**src/rtl/axi_lite_timer_slave.sv**
```systemverilog
// axi_lite_timer_slave
//   AXI4-Lite responder holding the machine timer (mtime, mtimecmp) and the
//   software interrupt bit (msip). Single-beat 64-bit accesses only.
//   Read and write channels run independent state machines over one register file.
//
// Ports
//   clk, rstn                    clock, synchronous active-low reset
//   aw*/w*/b*                    AXI-Lite write address / data / response channels
//   ar*/r*                       AXI-Lite read address / data channels
//   mtip                         timer interrupt pending (mtime >= mtimecmp, unsigned)
//   msip                         software interrupt pending
//
// Register map (offset from BASE_ADDR, addr[2:0] ignored)
//   0x00 mtime, 0x08 mtimecmp, 0x10 msip (bit 0), 0x18 reserved (reads 0)
//   Any other address answers DECERR with rdata 0 and no write.
module axi_lite_timer_slave #(
  parameter int          ADDR_WIDTH = 64,
  parameter int          DATA_WIDTH = 64,
  parameter logic [63:0] BASE_ADDR  = 64'h0200_0000,
  parameter int          TICK_DIV   = 1
) (
  input  logic                    clk,
  input  logic                    rstn,
  input  logic [ADDR_WIDTH-1:0]   awaddr,
  input  logic                    awvalid,
  output logic                    awready,
  input  logic [DATA_WIDTH-1:0]   wdata,
  input  logic [DATA_WIDTH/8-1:0] wstrb,
  input  logic                    wvalid,
  output logic                    wready,
  output logic [1:0]              bresp,
  output logic                    bvalid,
  input  logic                    bready,
  input  logic [ADDR_WIDTH-1:0]   araddr,
  input  logic                    arvalid,
  output logic                    arready,
  output logic [DATA_WIDTH-1:0]   rdata,
  output logic [1:0]              rresp,
  output logic                    rvalid,
  input  logic                    rready,
  output logic                    mtip,
  output logic                    msip
);

  localparam logic [1:0] W_IDLE   = 2'd0;
  localparam logic [1:0] W_WAIT_W = 2'd1;
  localparam logic [1:0] W_WAIT_A = 2'd2;
  localparam logic [1:0] W_RESP   = 2'd3;
  localparam logic [0:0] R_IDLE   = 1'b0;
  localparam logic [0:0] R_DATA   = 1'b1;
  localparam logic [1:0] OKAY     = 2'b00;
  localparam logic [1:0] DECERR   = 2'b11;

  typedef struct packed {
    logic [ADDR_WIDTH-1:0]   addr;
    logic [DATA_WIDTH-1:0]   data;
    logic [DATA_WIDTH/8-1:0] strb;
  } wreq_t;

  logic [63:0] mtime, mtimecmp;
  logic        msip_r;
  logic [31:0] presc;
  logic        tick;

  logic [1:0]  wstate;
  logic [0:0]  rstate;
  wreq_t       wlat;   // whichever half of the write arrived first
  wreq_t       wreq;   // the complete write being committed this cycle
  logic        wr_go;
  logic        wr_hit, rd_hit;
  logic [1:0]  wr_idx, rd_idx;
  logic [63:0] rd_val;

  // {hit, register index}; hit is false below the base or past the 32-byte window
  function automatic logic [2:0] decode(input logic [ADDR_WIDTH-1:0] a);
    logic [63:0] off;
    off = 64'(a) - BASE_ADDR;
    return {(64'(a) >= BASE_ADDR) && (off < 64'h20), off[4:3]};
  endfunction

  function automatic logic [63:0] merge(input logic [63:0] old, input logic [63:0] d,
                                        input logic [7:0] s);
    logic [63:0] r;
    r = old;
    for (int i = 0; i < 8; i++)
      if (s[i]) r[i*8 +: 8] = d[i*8 +: 8];
    return r;
  endfunction

  // A write commits on the cycle the second of AW/W is accepted; the half that
  // arrives in this cycle comes from the bus, the other from the latch.
  always_comb begin
    wr_go = 1'b0;
    wreq  = '0;
    case (wstate)
      W_IDLE:   if (awvalid && wvalid) begin
                  wr_go = 1'b1;
                  wreq  = '{addr: awaddr, data: wdata, strb: wstrb};
                end
      W_WAIT_W: if (wvalid) begin
                  wr_go = 1'b1;
                  wreq  = '{addr: wlat.addr, data: wdata, strb: wstrb};
                end
      W_WAIT_A: if (awvalid) begin
                  wr_go = 1'b1;
                  wreq  = '{addr: awaddr, data: wlat.data, strb: wlat.strb};
                end
      default: ;
    endcase
  end

  assign {wr_hit, wr_idx} = decode(wreq.addr);
  assign {rd_hit, rd_idx} = decode(araddr);

  always_comb begin
    rd_val = 64'h0;
    case (rd_idx)
      2'd0:    rd_val = mtime;
      2'd1:    rd_val = mtimecmp;
      2'd2:    rd_val = {63'h0, msip_r};
      default: rd_val = 64'h0;
    endcase
  end

  assign tick = (presc == 32'(TICK_DIV - 1));

  always_ff @(posedge clk) begin
    if (!rstn) begin
      wstate   <= W_IDLE;
      rstate   <= R_IDLE;
      wlat     <= '0;
      bresp    <= OKAY;
      rresp    <= OKAY;
      rdata    <= '0;
      mtime    <= 64'h0;
      mtimecmp <= 64'hFFFF_FFFF_FFFF_FFFF;
      msip_r   <= 1'b0;
      presc    <= 32'h0;
    end else begin
      case (wstate)
        W_IDLE:
          if (awvalid && wvalid) wstate <= W_RESP;
          else if (awvalid) begin
            wstate    <= W_WAIT_W;
            wlat.addr <= awaddr;
          end else if (wvalid) begin
            wstate    <= W_WAIT_A;
            wlat.data <= wdata;
            wlat.strb <= wstrb;
          end
        W_WAIT_W: if (wvalid)  wstate <= W_RESP;
        W_WAIT_A: if (awvalid) wstate <= W_RESP;
        default:  if (bready)  wstate <= W_IDLE;
      endcase
      if (wr_go) bresp <= wr_hit ? OKAY : DECERR;

      // A real write to mtime overrides the tick and restarts the prescaler.
      if (wr_go && wr_hit && wr_idx == 2'd0 && |wreq.strb) begin
        mtime <= merge(mtime, wreq.data, wreq.strb);
        presc <= 32'h0;
      end else if (tick) begin
        mtime <= mtime + 64'h1;
        presc <= 32'h0;
      end else begin
        presc <= presc + 32'h1;
      end
      if (wr_go && wr_hit && wr_idx == 2'd1)
        mtimecmp <= merge(mtimecmp, wreq.data, wreq.strb);
      if (wr_go && wr_hit && wr_idx == 2'd2 && wreq.strb[0])
        msip_r <= wreq.data[0];

      // Read data is captured from the registers as they stand in the AR
      // handshake cycle, so a same-cycle write commit is not visible.
      case (rstate)
        R_IDLE:
          if (arvalid) begin
            rstate <= R_DATA;
            rdata  <= rd_hit ? rd_val : 64'h0;
            rresp  <= rd_hit ? OKAY : DECERR;
          end
        default: if (rready) rstate <= R_IDLE;
      endcase
    end
  end

  assign awready = (wstate == W_IDLE) || (wstate == W_WAIT_A);
  assign wready  = (wstate == W_IDLE) || (wstate == W_WAIT_W);
  assign bvalid  = (wstate == W_RESP);
  assign arready = (rstate == R_IDLE);
  assign rvalid  = (rstate == R_DATA);
  assign mtip    = (mtime >= mtimecmp);
  assign msip    = msip_r;

endmodule
```
**config.mk**
```make
export PLATFORM = sky130hd
export DESIGN_NAME = axi_lite_timer_slave
export DESIGN_NICKNAME = d
export VERILOG_FILES = /design/src/rtl/axi_lite_timer_slave.sv
export SDC_FILE = /design/constraint.sdc
export NUM_CORES = 1
export LEC_CHECK = 0
export ABC_CLOCK_PERIOD_IN_PS = 12640
export BUFFER_PORTS_ARGS = -buffer_cell sky130_fd_sc_hd__buf_2
export CELL_PAD_IN_SITES_DETAIL_PLACEMENT = 2
export CELL_PAD_IN_SITES_GLOBAL_PLACEMENT = 2
export CORE_MARGIN = 2
export CORE_UTILIZATION = 26
export CTS_BUF_LIST = sky130_fd_sc_hd__clkbuf_8
export DETAILED_ROUTE_END_ITERATION = 12
export PLACE_DENSITY_LB_ADDON = 0.1
export SYNTH_ARGS = -nofsm -noshare
export SYNTH_HDL_FRONTEND = slang
export SYNTH_SLANG_ARGS = --single-unit
```
**constraint.sdc**
```tcl
create_clock -name clk -period 12.64 [get_ports clk]
set_clock_uncertainty 0.05 [all_clocks]
set_input_delay 1.896 -clock clk [delete_from_list [all_inputs] [get_ports clk]]
set_output_delay 1.896 -clock clk [all_outputs]
set_load 0.03 [all_outputs]
```
==> out/results.md, run 1 <==
| Stage | Parameter | Reported |
|---|---|---|
| critical path | Register-to-register path setup slack | 6510 ps |
| floorplan | Core Box Area | 79130 µm² |
| drt | First DRT Iteration DRCs | 1054 |
| yosys | Proportion of netlist area held by the largest area contributor | 34.93% |
| global routing | Total track usage | 22.06% |
| clock tree | Cells resized by post-CTS repair | 0 |
| sta | Worst hold slack across all endpoints | 405.1 ps |
| drt | Average vias per placed instance | 5.361 |
| place | Final weighted congestion in routability-driven placement | 0.8382 |
| critical path | Count of buffering cells on the critical path with inverters included | 1 |
| yosys | Area fraction in compound gates after synthesis | 22.76% |
| yosys | Most used DFF post-synth | sky130_fd_sc_hd__dfxtp_1 |
| clock tree | Clock sinks | 363 |
| final layout | Layout Nets | 3193 |
| drt | First-pass detailed-route iteration total | 5 |
| min path | Worst hold-check path type | flop to flop |
| critical path | Most frequent cell on the critical path | sky130_fd_sc_hd__o21ai_0 |
| pwr | P per Cell Area | 137.2 nW/µm² |
| yosys | Register area share after synthesis | 34.93% |
| sta | Final worst path period need | 6620 ps |
| clock tree | Clk slew on worst S/H paths | 60 ps |
| yosys | Commonest cells in the netlist | sky130_fd_sc_hd__nand2_1 (481), sky130_fd_sc_hd__dfxtp_1 (363), sky130_fd_sc_hd__a21oi_1 (202) |
| sta | Count of endpoints failing hold in the final timing report | 0 |
| final layout | Final instance area | 24530 µm² |
| yosys | Number of enable flip-flop cells after synthesis | 0 |
| global routing | Number of antenna violations at the first check in global routing | 5 |
| yosys | Top-count cell post-synth | sky130_fd_sc_hd__nand2_1 |
| clock tree | Clock tree from TritonCTS | built |
| floorplan | Floorplan die area | 82290 µm² |
| yosys | YS warnings | 0 |
| yosys | Post-synthesis instance area | 20800 µm² |
| sta | Slew at the pin with the worst max-slew slack | 1135 ps |
| drt | Number of design rule violations left after detail routing | 0 |
| drt | Mean routed wirelength per cell | 23.01 µm |
| yosys | Number of different library cells in the post-synthesis netlist | 87 |
| yosys | Fraction of the mapped netlist area in adder cells | 4.451% |
| critical path | Type of the worst setup path | primary input to flop |
| floorplan | DIE WIDTH | 286.9 µm |
| drt | Via Count | 21500 |
| drt | Routed Antenna Nets | 0 |
| place | Standard cell area after detailed placement | 23080 µm² |
| sta | Final setup margin | 6020 ps |
| final layout | Layout cell share with drive strength beyond 1 | 16.23% |
| yosys | Post-synthesis simple-gate area fraction | 26.93% |
| yosys | Gate Count Post-Synth | 2703 |
| status | Result of the run | finished clean |
| yosys | FFs w/ async S/R, synth | 0% |
| final layout | Layout-stage area growth over the synthesis result | 17.94% |
| yosys | Share of cell area taken by muxes after synthesis | 3.958% |
| clock tree | H-Tree Depth | 3 |
| floorplan | Initial core utilization | 26.29% |
| yosys | Number of register bits inferred by synthesis | 363 |
| floorplan | Floorplan row count | 103 |
| sta | Max-slew violations | 0 |
| clock tree | Buffers inserted during post-CTS setup optimization | 0 |
| sta | Setup total negative slack | 0 ps |
| drt | Routed wire length | 92.30 mm |
| critical path | Standard cell with the maximum stage delay on the critical path | sky130_fd_sc_hd__o21ai_0 |
| yosys | Synth Area in XOR/XNOR | 1.937% |
| sta | Setup repair after global routing missed its margin | no |
| critical path | Worst endpoint required time | 13190 ps |
| yosys | Main combinational cell family by area after synthesis | simple AND/OR/NAND/NOR gates |
| global routing | Vias in the first global route | 22720 |
| sta | Worst relative slew slack | 23.96% |
| critical path | Startpoint class of the critical path | primary input |
| run | Reported max-cap violation count | 0 |
| critical path | Cell family with the largest share of critical-path delay | simple AND/OR/NAND/NOR gates |
| place | Worst slack after detailed placement | 5327 ps |
| critical path | Arrival @ worst endpoint | 7170 ps |
| yosys | Synthesized Nets | 2984 |
| pwr | Worst-case vdd ir drop | 0.06577 mV |
| floorplan | Overall die height | 286.9 µm |
| pwr | Leakage power of the design | 10.35 nW |
| yosys | Cell type contributing the most total cell area after synthesis | sky130_fd_sc_hd__dfxtp_1 |
| clock tree | Worst-skew pair later-pin latency | 660 ps |
| global routing | First-pass GRT wire length | 141.1 mm |
| pwr | Power, Total | 3.366 mW |
| critical path | CP cell instances | buf_2 > and2_1 > a22oi_1 > or2_2 > ha_1 > o21ai_1 > nor2_1 > a221o_1 > o21ai_0 > nand4b_1 > or4_4 > o21ai_0 > and3_4 > a22o_1 |
| sta | Final setup viols | 0 |
| yosys | Leading cell types by total area after synthesis | sky130_fd_sc_hd__dfxtp_1 (35%), sky130_fd_sc_hd__nand2_1 (8.7%), sky130_fd_sc_hd__a21oi_1 (4.9%) |
| yosys | Avg Cell Area, Syn | 7.696 µm² |
| sta | Maximum clock rate | 151.1 MHz |
| sta | Period utilisation layout | 52.37% |
| clock tree | Cell chosen for the clock root | sky130_fd_sc_hd__clkbuf_8 |
| clock tree | Number of buffers created by CTS | 73 |
| global routing | Largest net degree at the start of global routing | 82 |
| place | Post-detailed-placement half-perimeter wirelength | 68.10 mm |
| critical path | Peak fanout along the critical path | 43 |
| clock tree | Maximum clock insertion buffer count | 3 |
| floorplan | Top-level I/O count | 282 |
| clock tree | Hold-fix buffers at CTS | 0 |
| critical path | Setup crit end kind | flop |
| global routing | Overall overflow remaining after global route | 0 |
| place | Port Buf Inserts | 275 |
| critical path | CP peak stage delay | 970 ps |
## path summary, 6_finish.rpt
| check | cells after the start | end | from |
|---|---|---|---|
| worst max-delay path | 14 | mtime[13] | wvalid |
| worst max register to register | 15 | mtimecmp[0] | wstate[0] |
| worst min register to register | 2 | wlat[15] | wlat[15] |
| worst min-delay path | 2 | wlat[15] | wlat[15] |
## metrics by stage
stage / util, % / cells
after floorplan: - / 2703
after global placement: 29.17 / 3887
after detailed placement: 29.17 / 3887
after CTS: 31.00 / 4008
after global routing: 31.00 / 4010
final: 31.01 / 4011
## power by group
group	internal [mW]	leakage [nW]	total, mW	switching [mW]
sequential	1.20	2.94	1.24	0.0439
combinational	0.255	6.60	0.885	0.630
clock	0.675	0.808	1.24	0.567
## cell usage in the layout, fill, tap and decap left out, types with 9 or more instances in the layout
cell type | Yosys | final
sky130_fd_sc_hd__a211oi_1 | 40 | 40
sky130_fd_sc_hd__a21o_1 | 40 | 40
sky130_fd_sc_hd__a21oi_1 | 202 | 202
sky130_fd_sc_hd__a22o_1 | 9 | 9
sky130_fd_sc_hd__a22oi_1 | 91 | 91
sky130_fd_sc_hd__a31oi_1 | 16 | 16
sky130_fd_sc_hd__a32oi_1 | 11 | 11
sky130_fd_sc_hd__and2_1 | 89 | 87
sky130_fd_sc_hd__and3_1 | 42 | 42
sky130_fd_sc_hd__and4_1 | 13 | 13
sky130_fd_sc_hd__buf_2 | 20 | 273
sky130_fd_sc_hd__buf_4 | 4 | 33
sky130_fd_sc_hd__clkbuf_8 | 0 | 96
sky130_fd_sc_hd__dfxtp_1 | 363 | 363
sky130_fd_sc_hd__ha_1 | 74 | 73
sky130_fd_sc_hd__inv_1 | 94 | 110
sky130_fd_sc_hd__mux2i_1 | 80 | 80
sky130_fd_sc_hd__nand2_1 | 481 | 479
sky130_fd_sc_hd__nand2b_1 | 9 | 9
sky130_fd_sc_hd__nand3_1 | 49 | 48
sky130_fd_sc_hd__nand4_1 | 55 | 55
sky130_fd_sc_hd__nor2_1 | 191 | 189
sky130_fd_sc_hd__nor3_1 | 56 | 56
sky130_fd_sc_hd__nor3b_1 | 10 | 10
sky130_fd_sc_hd__nor4_1 | 50 | 49
sky130_fd_sc_hd__o211ai_1 | 66 | 66
sky130_fd_sc_hd__o21ai_0 | 144 | 144
sky130_fd_sc_hd__or2_2 | 24 | 24
sky130_fd_sc_hd__or3_1 | 15 | 15
sky130_fd_sc_hd__or4_1 | 13 | 12
sky130_fd_sc_hd__xnor2_1 | 23 | 23
sky130_fd_sc_hd__xor2_1 | 23 | 23
## worst min-delay path, stage by stage (launching register included)
cell                      delay [ps]
sky130_fd_sc_hd__dfxtp_1         310
sky130_fd_sc_hd__nand2_1          50
sky130_fd_sc_hd__a21oi_1          50
## metal layers
layer | part of all wire (%) | global-route usage [%]
met1 | 50 | 31.81
met2 | 44 | 34.33
met3 | 4.4 | 3.270
met4 | 1.8 | 5.365
met5 | 0 | 0
## area by class of cell
cell class              count  area (µm²)
fillers                  9310       54590
multi-input cells        2074       12530
flip-flops and latches    363        7267
repair buffers            306        1614
clock buffers              96        1321
well taps                1050        1314
inverters                  94       355.3
clock inverters            25       122.6
diodes                      3       7.507
## registers in the layout, summed over array words and instances, names as in the netlist
name / flops
wlat: 133
mtime: 64
mtimecmp: 64
rdata: 64
presc: 32
wstate: 2
bresp: 1
msip: 1
rresp: 1
rvalid: 1
## logic make-up (layout without fill, tap and decap cells)
logic type | count (synthesis) | count (layout)
AND/OR/NAND/NOR | 1148 | 1148
AO/OA/AOI/OAI | 724 | 724
flip-flops | 363 | 363
buffers and inverters | 266 | 521
multiplexers | 82 | 82
adder cells (fa/ha/maj) | 74 | 74
XOR/XNOR | 46 | 46
other | 0 | 3
Note: power is estimated with default switching activity, not from simulation.
==> inputs of run 2 (changes only) <==
--- a/config.mk
+++ b/config.mk
@@ -5,7 +5,7 @@
 export SDC_FILE = /design/constraint.sdc
 export NUM_CORES = 1
 export LEC_CHECK = 0
-export ABC_CLOCK_PERIOD_IN_PS = 12640
+export ABC_CLOCK_PERIOD_IN_PS = 6400
 export BUFFER_PORTS_ARGS = -buffer_cell sky130_fd_sc_hd__buf_2
 export CELL_PAD_IN_SITES_DETAIL_PLACEMENT = 2
 export CELL_PAD_IN_SITES_GLOBAL_PLACEMENT = 2
==> constraint.sdc (replaced) <==
create_clock -name clk -period 6.4 [get_ports clk]
set_clock_uncertainty 0.05 [all_clocks]
set_input_delay 0.96 -clock clk [delete_from_list [all_inputs] [get_ports clk]]
set_output_delay 0.96 -clock clk [all_outputs]
set_load 0.03 [all_outputs]
==> run 2 against run 1 <==
Compared with the run above: first-iteration DRC count increased by 3.7%; clock-buffer cell count fell by 5; worst setup slack got worse by 5000 ps; power increased by 96%; utilization up 0.21 points; sequential power is 98% higher; global-route usage grew 0.34 points; sequential share of layout area is 0.20 points lower.
==> out/results.md, run 2 (synthesis gave the netlist of run 1 again) <==
| Stage | Parameter | Reported | vs previous |
|---|---|---|---|
| status | Result of the run | finished clean |  |
| pwr | P per Cell Area | 267.8 nW/µm² | +95% |
| pwr | Relative contribution of sequential cells to total power | 37.0% | +0.2 points |
| sta | Worst relative slew slack | 20.52% | -3.4 points |
| critical path | Startpoint class of the critical path | flop |  |
| sta | Final worst path period need | 5425 ps |  |
| place | Worst slack after detailed placement | 810.0 ps | -4517 ps |
| clock tree | Clock tree from TritonCTS | built |  |
| sta | Setup repair after global routing missed its margin | no |  |
| sta | Final setup viols | 0 | unchanged |
| final layout | Commonest non-fill, non-tap cells in the layout | sky130_fd_sc_hd__nand2_1 (479), sky130_fd_sc_hd__dfxtp_1 (363), sky130_fd_sc_hd__buf_2 (273), sky130_fd_sc_hd__a21oi_1 (202), sky130_fd_sc_hd__nor2_1 (189) |  |
| critical path | Register-to-register path setup slack | 980 ps | -5530 ps |
| pwr | Clock network fraction of design power | 36.2% | -0.7 points |
| global routing | Largest net degree at the start of global routing | 94 | +15% |
| clock tree | Cells resized by post-CTS repair | 0 | unchanged |
| place | Final weighted congestion in routability-driven placement | 0.8362 | -0.24% |
| pwr | Net switching power | 2.464 mW | +98% |
| pwr | Combinational share of power | 26.8% | +0.5 points |
| final layout | Layout cell share with drive strength beyond 1 | 16.72% | +0.50 points |
| clock tree | Number of buffers created by CTS | 77 | +5.5% |
| critical path | Worst endpoint required time | 6900 ps | -6290 ps |
| clock tree | Clock sinks | 363 | unchanged |
| drt | Number of design rule violations left after detail routing | 0 | unchanged |
| drt | First-pass detailed-route iteration total | 5 | unchanged |
| clock tree | Hold-fix buffers at CTS | 0 | unchanged |
| final layout | Filler Cell Count | 9244 | -0.71% |
| final layout | Layout Nets | 3222 | +0.91% |
| global routing | Vias in the first global route | 23230 | +2.2% |
| drt | Routed Antenna Nets | 0 | unchanged |
| sta | Maximum clock rate | 184.3 MHz |  |
| place | Post-detailed-placement half-perimeter wirelength | 69.54 mm | +2.1% |
| clock tree | H-Tree Depth | 3 | unchanged |
| pwr | Worst-case vdd ir drop | 0.1173 mV | +78% |
| critical path | CP peak stage delay | 660 ps | -310 ps |
| drt | Average vias per placed instance | 5.334 | -0.52% |
| run | Reported max-cap violation count | 0 | unchanged |
| pwr | Internal Pwr Total | 4.151 mW | +95% |
| place | Number of cells in the design after placement | 3912 | +0.64% |
| sta | Final setup margin | 975.3 ps | -5045 ps |
| final layout | Flip-flop count of the largest register, all copies and words added | 133 | unchanged |
| critical path | Setup crit end kind | flop |  |
| sta | Slew at the pin with the worst max-slew slack | 1192 ps | +56.90 ps |
| global routing | Total track usage | 22.40% | +0.34 points |
| final layout | Commonest non-fill, non-tap cell in the layout | sky130_fd_sc_hd__nand2_1 |  |
| floorplan | Floorplan row count | 103 | unchanged |
| drt | Via Count | 21540 | +0.15% |
| clock tree | Maximum clock insertion buffer count | 3 | unchanged |
| place | Port Buf Inserts | 275 | unchanged |
| critical path | Cell family with the largest share of critical-path delay | simple AND/OR/NAND/NOR gates |  |
| clock tree | Clk slew on worst S/H paths | 60 ps | about the same |
| floorplan | Core Box Area | 79130 µm² | unchanged |
| critical path | Standard cell with the maximum stage delay on the critical path | sky130_fd_sc_hd__or4_4 |  |
| sta | Max-slew violations | 0 | unchanged |
| critical path | CP cell instances | inv_1 > ha_1 > a21oi_4 > buf_4 > nor2_2 > a22oi_1 > ha_1 > o21ai_1 > nor3_1 > and3_4 > a41oi_4 > or2_1 > or4_4 > or4_4 > and3_4 > a22o_1 |  |
| drt | First DRT Iteration DRCs | 1093 | +3.7% |
| critical path | Count of buffering cells on the critical path with inverters included | 2 | +1 |
| critical path | Arrival @ worst endpoint | 5930 ps | -1240 ps |
| final layout | Final standard cell count with taps included and fillers excluded | 4038 | +0.67% |
| critical path | Type of the worst setup path | flop to flop |  |
| clock tree | Cell chosen for the clock root | sky130_fd_sc_hd__clkbuf_8 |  |
| sta | Setup total negative slack | 0 ps | unchanged |
| min path | Worst hold-check path type | flop to flop |  |
| pwr | Leakage power of the design | 10.48 nW | +1.3% |
| final layout | Layout-stage area growth over the synthesis result | 18.74% |  |
| global routing | Overall overflow remaining after global route | 0 | unchanged |
| pwr | Power, Total | 6.615 mW | +96% |
| floorplan | Overall die height | 286.9 µm | unchanged |
| floorplan | Initial core utilization | 26.29% | unchanged |
| floorplan | Top-level I/O count | 282 | unchanged |
| drt | Routed wire length | 93.34 mm | +1.1% |
| final layout | Register name with the most flops | wlat |  |
| floorplan | DIE WIDTH | 286.9 µm | unchanged |
| drt | Mean routed wirelength per cell | 23.11 µm | +0.45% |
| global routing | Number of antenna violations at the first check in global routing | 5 | unchanged |
| pwr | Fraction of power spent switching nets | 37.25% | +0.38 points |
| floorplan | Floorplan die area | 82290 µm² | unchanged |
| sta | Period utilisation layout | 84.76% |  |
| global routing | First-pass GRT wire length | 143.1 mm | +1.4% |
| critical path | Peak fanout along the critical path | 11 | -74% |
| sta | Count of endpoints failing hold in the final timing report | 0 | unchanged |
| clock tree | Worst-skew pair later-pin latency | 680 ps | +20 ps |
| clock tree | Buffers inserted during post-CTS setup optimization | 0 | unchanged |
## run 2: worst paths after layout
kind / startpoint / depth (start not counted) / to
worst min register to register: wlat[65] / 2 / wlat[65]
worst min-delay path: wlat[65] / 2 / wlat[65]
worst max-delay path: wstate[0] / 16 / mtime[8]
worst max register to register: wstate[0] / 16 / mtime[8]
## run 2: layout make-up
type	count	area [µm²]	area share, %
inverters	94	355.3	1.439
diodes	4	10.01	0.04052
clock inverters	31	142.6	0.5774
clock buffers	91	1252	5.070
flip-flops and latches	363	7267	29.42
multi-input cells	2074	12530	50.74
repair buffers	331	1827	7.395
well taps	1050	1314	5.319
## run 2: worst register-to-register path: cells and delay by family (launching register included)
family / cells / cell delay [ps]
and+or+nand+nor: 7 / 2700
AOI/OAI and AO/OA: 5 / 1120
adders and majority gates: 2 / 620
DFF: 1 / 470
buffers and inverters: 2 / 330
## run 2: per-stage QoR
step	instance area (µm²)	hold slack, ps	utilization, %
final	24700	403.9	31.22
after global routing	24700	402.4	31.21
after global placement	23300	391.3	29.44
after detailed placement	23300	400.0	29.44
after CTS	24690	361.8	31.20
after floorplan	20800	386.0	-
## run 2: power groups by stage
| stage | clock, mW | sequential [mW] | combinational, mW |
|---|---|---|---|
| 5_1_grt | 2.59 | 2.46 | 1.93 |
| 3_5_place_dp | 0 | 2.50 | 1.76 |
| 6_report | 2.40 | 2.45 | 1.77 |
| 3_3_place_gp | 0 | 2.49 | 1.73 |
| 2_1_floorplan | 0 | 2.47 | 1.07 |
| 4_1_cts | 2.49 | 2.45 | 1.77 |
## run 2: per-layer routing
| metal | GRT usage [%] | vias up | routed length (µm) |
|---|---|---|---|
| met5 | 0 | - | 0 |
| met4 | 6.523 | 0 | 2459 |
| met1 | 31.54 | 10790 | 45720 |
| met2 | 35.18 | 420 | 41440 |
| met3 | 3.484 | 126 | 3715 |
| li1 | - | 10200 | - |
==> inputs of run 3 (changes only) <==
--- a/config.mk
+++ b/config.mk
@@ -5,7 +5,8 @@
 export SDC_FILE = /design/constraint.sdc
 export NUM_CORES = 1
 export LEC_CHECK = 0
-export ABC_CLOCK_PERIOD_IN_PS = 6400
+export ABC_AREA = 1
+export ABC_CLOCK_PERIOD_IN_PS = 4990
 export BUFFER_PORTS_ARGS = -buffer_cell sky130_fd_sc_hd__buf_2
 export CELL_PAD_IN_SITES_DETAIL_PLACEMENT = 2
 export CELL_PAD_IN_SITES_GLOBAL_PLACEMENT = 2
==> constraint.sdc (replaced) <==
create_clock -name clk -period 4.99 [get_ports clk]
set_clock_uncertainty 0.05 [all_clocks]
set_input_delay 0.7485 -clock clk [delete_from_list [all_inputs] [get_ports clk]]
set_output_delay 0.7485 -clock clk [all_outputs]
set_load 0.03 [all_outputs]
==> run 3 against run 2 <==
Compared with the run above: sequential share of layout area decreased by 3.5 points; worst hold slack got worse by 170 ps; sequential power increased by 31%; clock-buffer cell count increased by 5; cell area increased by 14%; global-route usage increased by 0.89 points; first-iteration DRC count increased by 8.7%; critical endpoint is now presc[19]; utilization decreased by 0.38 points; via count increased by 24%; synthesized cell count increased by 43%.
==> out/results.md, run 3 <==
| Stage | Parameter | Reported | vs previous |
|---|---|---|---|
| sta | Period utilisation layout | 93.31% | +8.5 points |
| final layout | Filler Cell Count | 11370 | +23% |
| global routing | Overall overflow remaining after global route | 0 | unchanged |
| yosys | Gate Count Post-Synth | 3875 | +43% |
| critical path | Arrival @ worst endpoint | 5160 ps | -770 ps |
| clock tree | H-Tree Depth | 3 | unchanged |
| place | Standard cell area after detailed placement | 26740 µm² | +15% |
| drt | Routed Antenna Nets | 0 | unchanged |
| status | Result of the run | finished clean |  |
| global routing | First-pass GRT wire length | 172.4 mm | +20% |
| sta | Final setup viols | 0 | unchanged |
| drt | Routed wire length | 110.5 mm | +18% |
| yosys | Synthesized Nets | 4158 | +39% |
| sta | Slew at the pin with the worst max-slew slack | 990.4 ps | -201.8 ps |
| place | Port Buf Inserts | 281 | +2.2% |
| clock tree | Clock sinks | 366 | +0.83% |
| clock tree | Clock tree from TritonCTS | built |  |
| critical path | Startpoint class of the critical path | flop |  |
| pwr | Worst-case vdd ir drop | 0.2009 mV | +71% |
| sta | Final worst path period need | 4656 ps | -768.8 ps |
| drt | First DRT Iteration DRCs | 1188 | +8.7% |
| yosys | Number of different library cells in the post-synthesis netlist | 58 | -33% |
| yosys | Top-count cell post-synth | sky130_fd_sc_hd__nand2_1 |  |
| yosys | Leading cell types by total area after synthesis | sky130_fd_sc_hd__dfxtp_1 (30%), sky130_fd_sc_hd__nand2_1 (13%), sky130_fd_sc_hd__nor2_1 (8.8%) |  |
| final layout | Core utilization of the finished layout | 30.84% | -0.38 points |
| final layout | Layout cell share with drive strength beyond 1 | 12.88% | -3.8 points |
| min path | Worst hold-check path type | primary input to flop |  |
| sta | Setup repair after global routing missed its margin | no |  |
| global routing | Total track usage | 23.29% | +0.89 points |
| clock tree | Worst-skew pair later-pin latency | 710 ps | +30 ps |
| sta | Setup total negative slack | 0 ps | unchanged |
| sta | Max-slew violations | 0 | unchanged |
| floorplan | Initial core utilization | 26.27% | about the same |
| place | Worst slack after detailed placement | 179.7 ps | -630.4 ps |
| yosys | Register area share after synthesis | 30.43% | -4.5 points |
| pwr | P per Cell Area | 358.6 nW/µm² | +34% |
| final layout | Area of combinational cells with multiple inputs | 14400 µm² | +15% |
| global routing | Number of antenna violations at the first check in global routing | 6 | +1 |
| floorplan | DIE WIDTH | 308.3 µm | +7.5% |
| yosys | Post-synthesis instance area | 24080 µm² | +16% |
| yosys | Proportion of netlist area held by the largest area contributor | 30.43% | -4.5 points |
| sta | Worst hold slack across all endpoints | 235.2 ps | -168.7 ps |
| critical path | Type of the worst setup path | flop to flop |  |
| final layout | Layout Nets | 4388 | +36% |
| drt | Number of design rule violations left after detail routing | 0 | unchanged |
| final layout | Layout-stage area growth over the synthesis result | 17.39% |  |
| yosys | Number of enable flip-flop cells after synthesis | 0 | unchanged |
| final layout | Commonest non-fill, non-tap cells in the layout | sky130_fd_sc_hd__nand2_1 (853), sky130_fd_sc_hd__nor2_1 (558), sky130_fd_sc_hd__inv_1 (424), sky130_fd_sc_hd__nand3_1 (373), sky130_fd_sc_hd__dfxtp_1 (366) |  |
| final layout | Register name with the most flops | wlat |  |
| place | Number of cells in the design after placement | 5205 | +33% |
| yosys | Most used DFF post-synth | sky130_fd_sc_hd__dfxtp_1 |  |
| global routing | Vias in the first global route | 28640 | +23% |
| final layout | Final instance area | 28270 µm² | +14% |
| floorplan | Overall die height | 308.3 µm | +7.5% |
| yosys | Number of register bits inferred by synthesis | 366 | +0.83% |
| place | Post-detailed-placement half-perimeter wirelength | 83.72 mm | +20% |
| yosys | Commonest cells in the netlist | sky130_fd_sc_hd__nand2_1 (857), sky130_fd_sc_hd__nor2_1 (562), sky130_fd_sc_hd__inv_1 (401) |  |
| floorplan | Top-level I/O count | 282 | unchanged |
| global routing | Largest net degree at the start of global routing | 114 | +21% |
| critical path | Setup crit end kind | flop |  |
| pwr | Leakage power of the design | 13.15 nW | +25% |
| critical path | Peak fanout along the critical path | 61 | +50 |
| final layout | Final standard cell count with taps included and fillers excluded | 5344 | +32% |
| drt | Mean routed wirelength per cell | 20.69 µm | -11% |
| final layout | Flip-flop count of the largest register, all copies and words added | 136 | +2.3% |
| floorplan | Floorplan row count | 111 | +7.8% |
| yosys | YS warnings | 0 | unchanged |
| place | Final weighted congestion in routability-driven placement | 0.8564 | +2.4% |
| clock tree | Maximum clock insertion buffer count | 3 | unchanged |
| sta | Count of endpoints failing hold in the final timing report | 0 | unchanged |
| sta | Maximum clock rate | 214.8 MHz | +17% |
| pwr | Power, Total | 10.14 mW | +53% |
| drt | First-pass detailed-route iteration total | 5 | unchanged |
| yosys | Avg Cell Area, Syn | 6.215 µm² | -19% |
| critical path | Worst endpoint required time | 5490 ps | -1410 ps |
| floorplan | Floorplan die area | 95070 µm² | +16% |
| drt | Average vias per placed instance | 5.009 | -6.1% |
| clock tree | Clk slew on worst S/H paths | 60 ps | about the same |
| final layout | Commonest non-fill, non-tap cell in the layout | sky130_fd_sc_hd__nand2_1 |  |
| yosys | Cell type contributing the most total cell area after synthesis | sky130_fd_sc_hd__dfxtp_1 |  |
| final layout | Combined flip-flop and latch cell area | 7327 µm² | +0.83% |
| yosys | FFs w/ async S/R, synth | 0% | unchanged |
| sta | Final setup margin | 334.1 ps | -641.2 ps |
| sta | Worst relative slew slack | 33.28% | +13 points |
| drt | Via Count | 26770 | +24% |
| clock tree | Cell chosen for the clock root | sky130_fd_sc_hd__clkbuf_8 |  |
| floorplan | Core Box Area | 91660 µm² | +16% |
| run | Reported max-cap violation count | 0 | unchanged |
| clock tree | Number of buffers created by CTS | 79 | +2.6% |
==> run 3: cell count changes after synthesis, moves of 68 or more <==
| cell | delta |
|---|---|
| sky130_fd_sc_hd__nand4_1 | +68 |
| sky130_fd_sc_hd__nand3_1 | +326 |
| sky130_fd_sc_hd__a21oi_1 | +103 |
| sky130_fd_sc_hd__nor2_1 | +371 |
| sky130_fd_sc_hd__nand2_1 | +376 |
| sky130_fd_sc_hd__inv_1 | +307 |
| sky130_fd_sc_hd__and2_1 | -88 |
| sky130_fd_sc_hd__a22oi_1 | -90 |
| sky130_fd_sc_hd__mux2i_1 | -80 |
==> run 3: cell type report <==
type                    instances  share of cell area, %
well taps                    1186                  5.249
clock buffers                  96                  4.674
clock inverters                34                 0.5267
repair buffers                346                  7.130
multi-input cells            2899                  50.94
inverters                     413                  5.524
flip-flops and latches        366                  25.92
diodes                          4                0.03541
==> run 3: repair_timing <==
action | 4_1_cts | 5_1_grt
setup endpoints to repair | 0 | 93
hold buffers | 0 | 0
gates resized for setup | 0 | 3
setup buffers | 0 | 5
==> run 3: worst max-delay path, stage by stage (launching register included) <==
cell	delay, ps
sky130_fd_sc_hd__dfxtp_1	430
sky130_fd_sc_hd__inv_1	110
sky130_fd_sc_hd__ha_2	350
sky130_fd_sc_hd__buf_4	230
sky130_fd_sc_hd__nand3_1	80
sky130_fd_sc_hd__nand2_1	70
sky130_fd_sc_hd__inv_1	70
sky130_fd_sc_hd__nand2_1	50
sky130_fd_sc_hd__nand2_1	220
sky130_fd_sc_hd__nand2_1	130
sky130_fd_sc_hd__nor2_2	300
sky130_fd_sc_hd__nand2_1	170
sky130_fd_sc_hd__nor2_1	330
sky130_fd_sc_hd__nand2_1	140
sky130_fd_sc_hd__nand2_1	100
sky130_fd_sc_hd__nand2_1	90
sky130_fd_sc_hd__nor2_1	120
sky130_fd_sc_hd__nand2_1	60
sky130_fd_sc_hd__nor2_1	370
sky130_fd_sc_hd__nand3_4	150
sky130_fd_sc_hd__buf_12	220
sky130_fd_sc_hd__nand2_1	130
sky130_fd_sc_hd__buf_4	370
sky130_fd_sc_hd__nor3b_1	100
==> run 3: logic make-up after synthesis <==
logic type | synth area share [%]
adders and majority gates | 3.949
and+or+nand+nor | 38.27
xor gates and xnor gates | 3.414
AOI/OAI and AO/OA | 13.80
DFF | 30.43
buffers and inverters | 10.14
==> run 3: path summary, 6_finish.rpt <==
check                                 from   endpoint  slack [ps]  cells past startpoint
worst max-delay path             wstate[0]  presc[19]         330                     23
worst min-delay path            awaddr[19]   wlat[91]         240                      3
worst max register to register   wstate[0]  presc[19]         330                     23
worst min register to register    presc[0]   presc[0]         400                      1
==> run 3: metal layers <==
| metal | vias to the layer above | GRT usage (%) | part of all wire [%] |
|---|---|---|---|
| met2 | 372 | 39.05 | 46 |
| met4 | 4 | 5.922 | 2.3 |
| met1 | 13040 | 31.24 | 48 |
| li1 | 13200 | - | - |
| met3 | 150 | 3.298 | 3.2 |
| met5 | - | 0 | 0.016 |
==> run 3: power breakdown <==
group          total, mW  switching (mW)  internal (mW)
Sequential          3.21          0.0877           3.12
Combinational       3.71            2.75          0.961
Clock               3.22            1.51           1.71
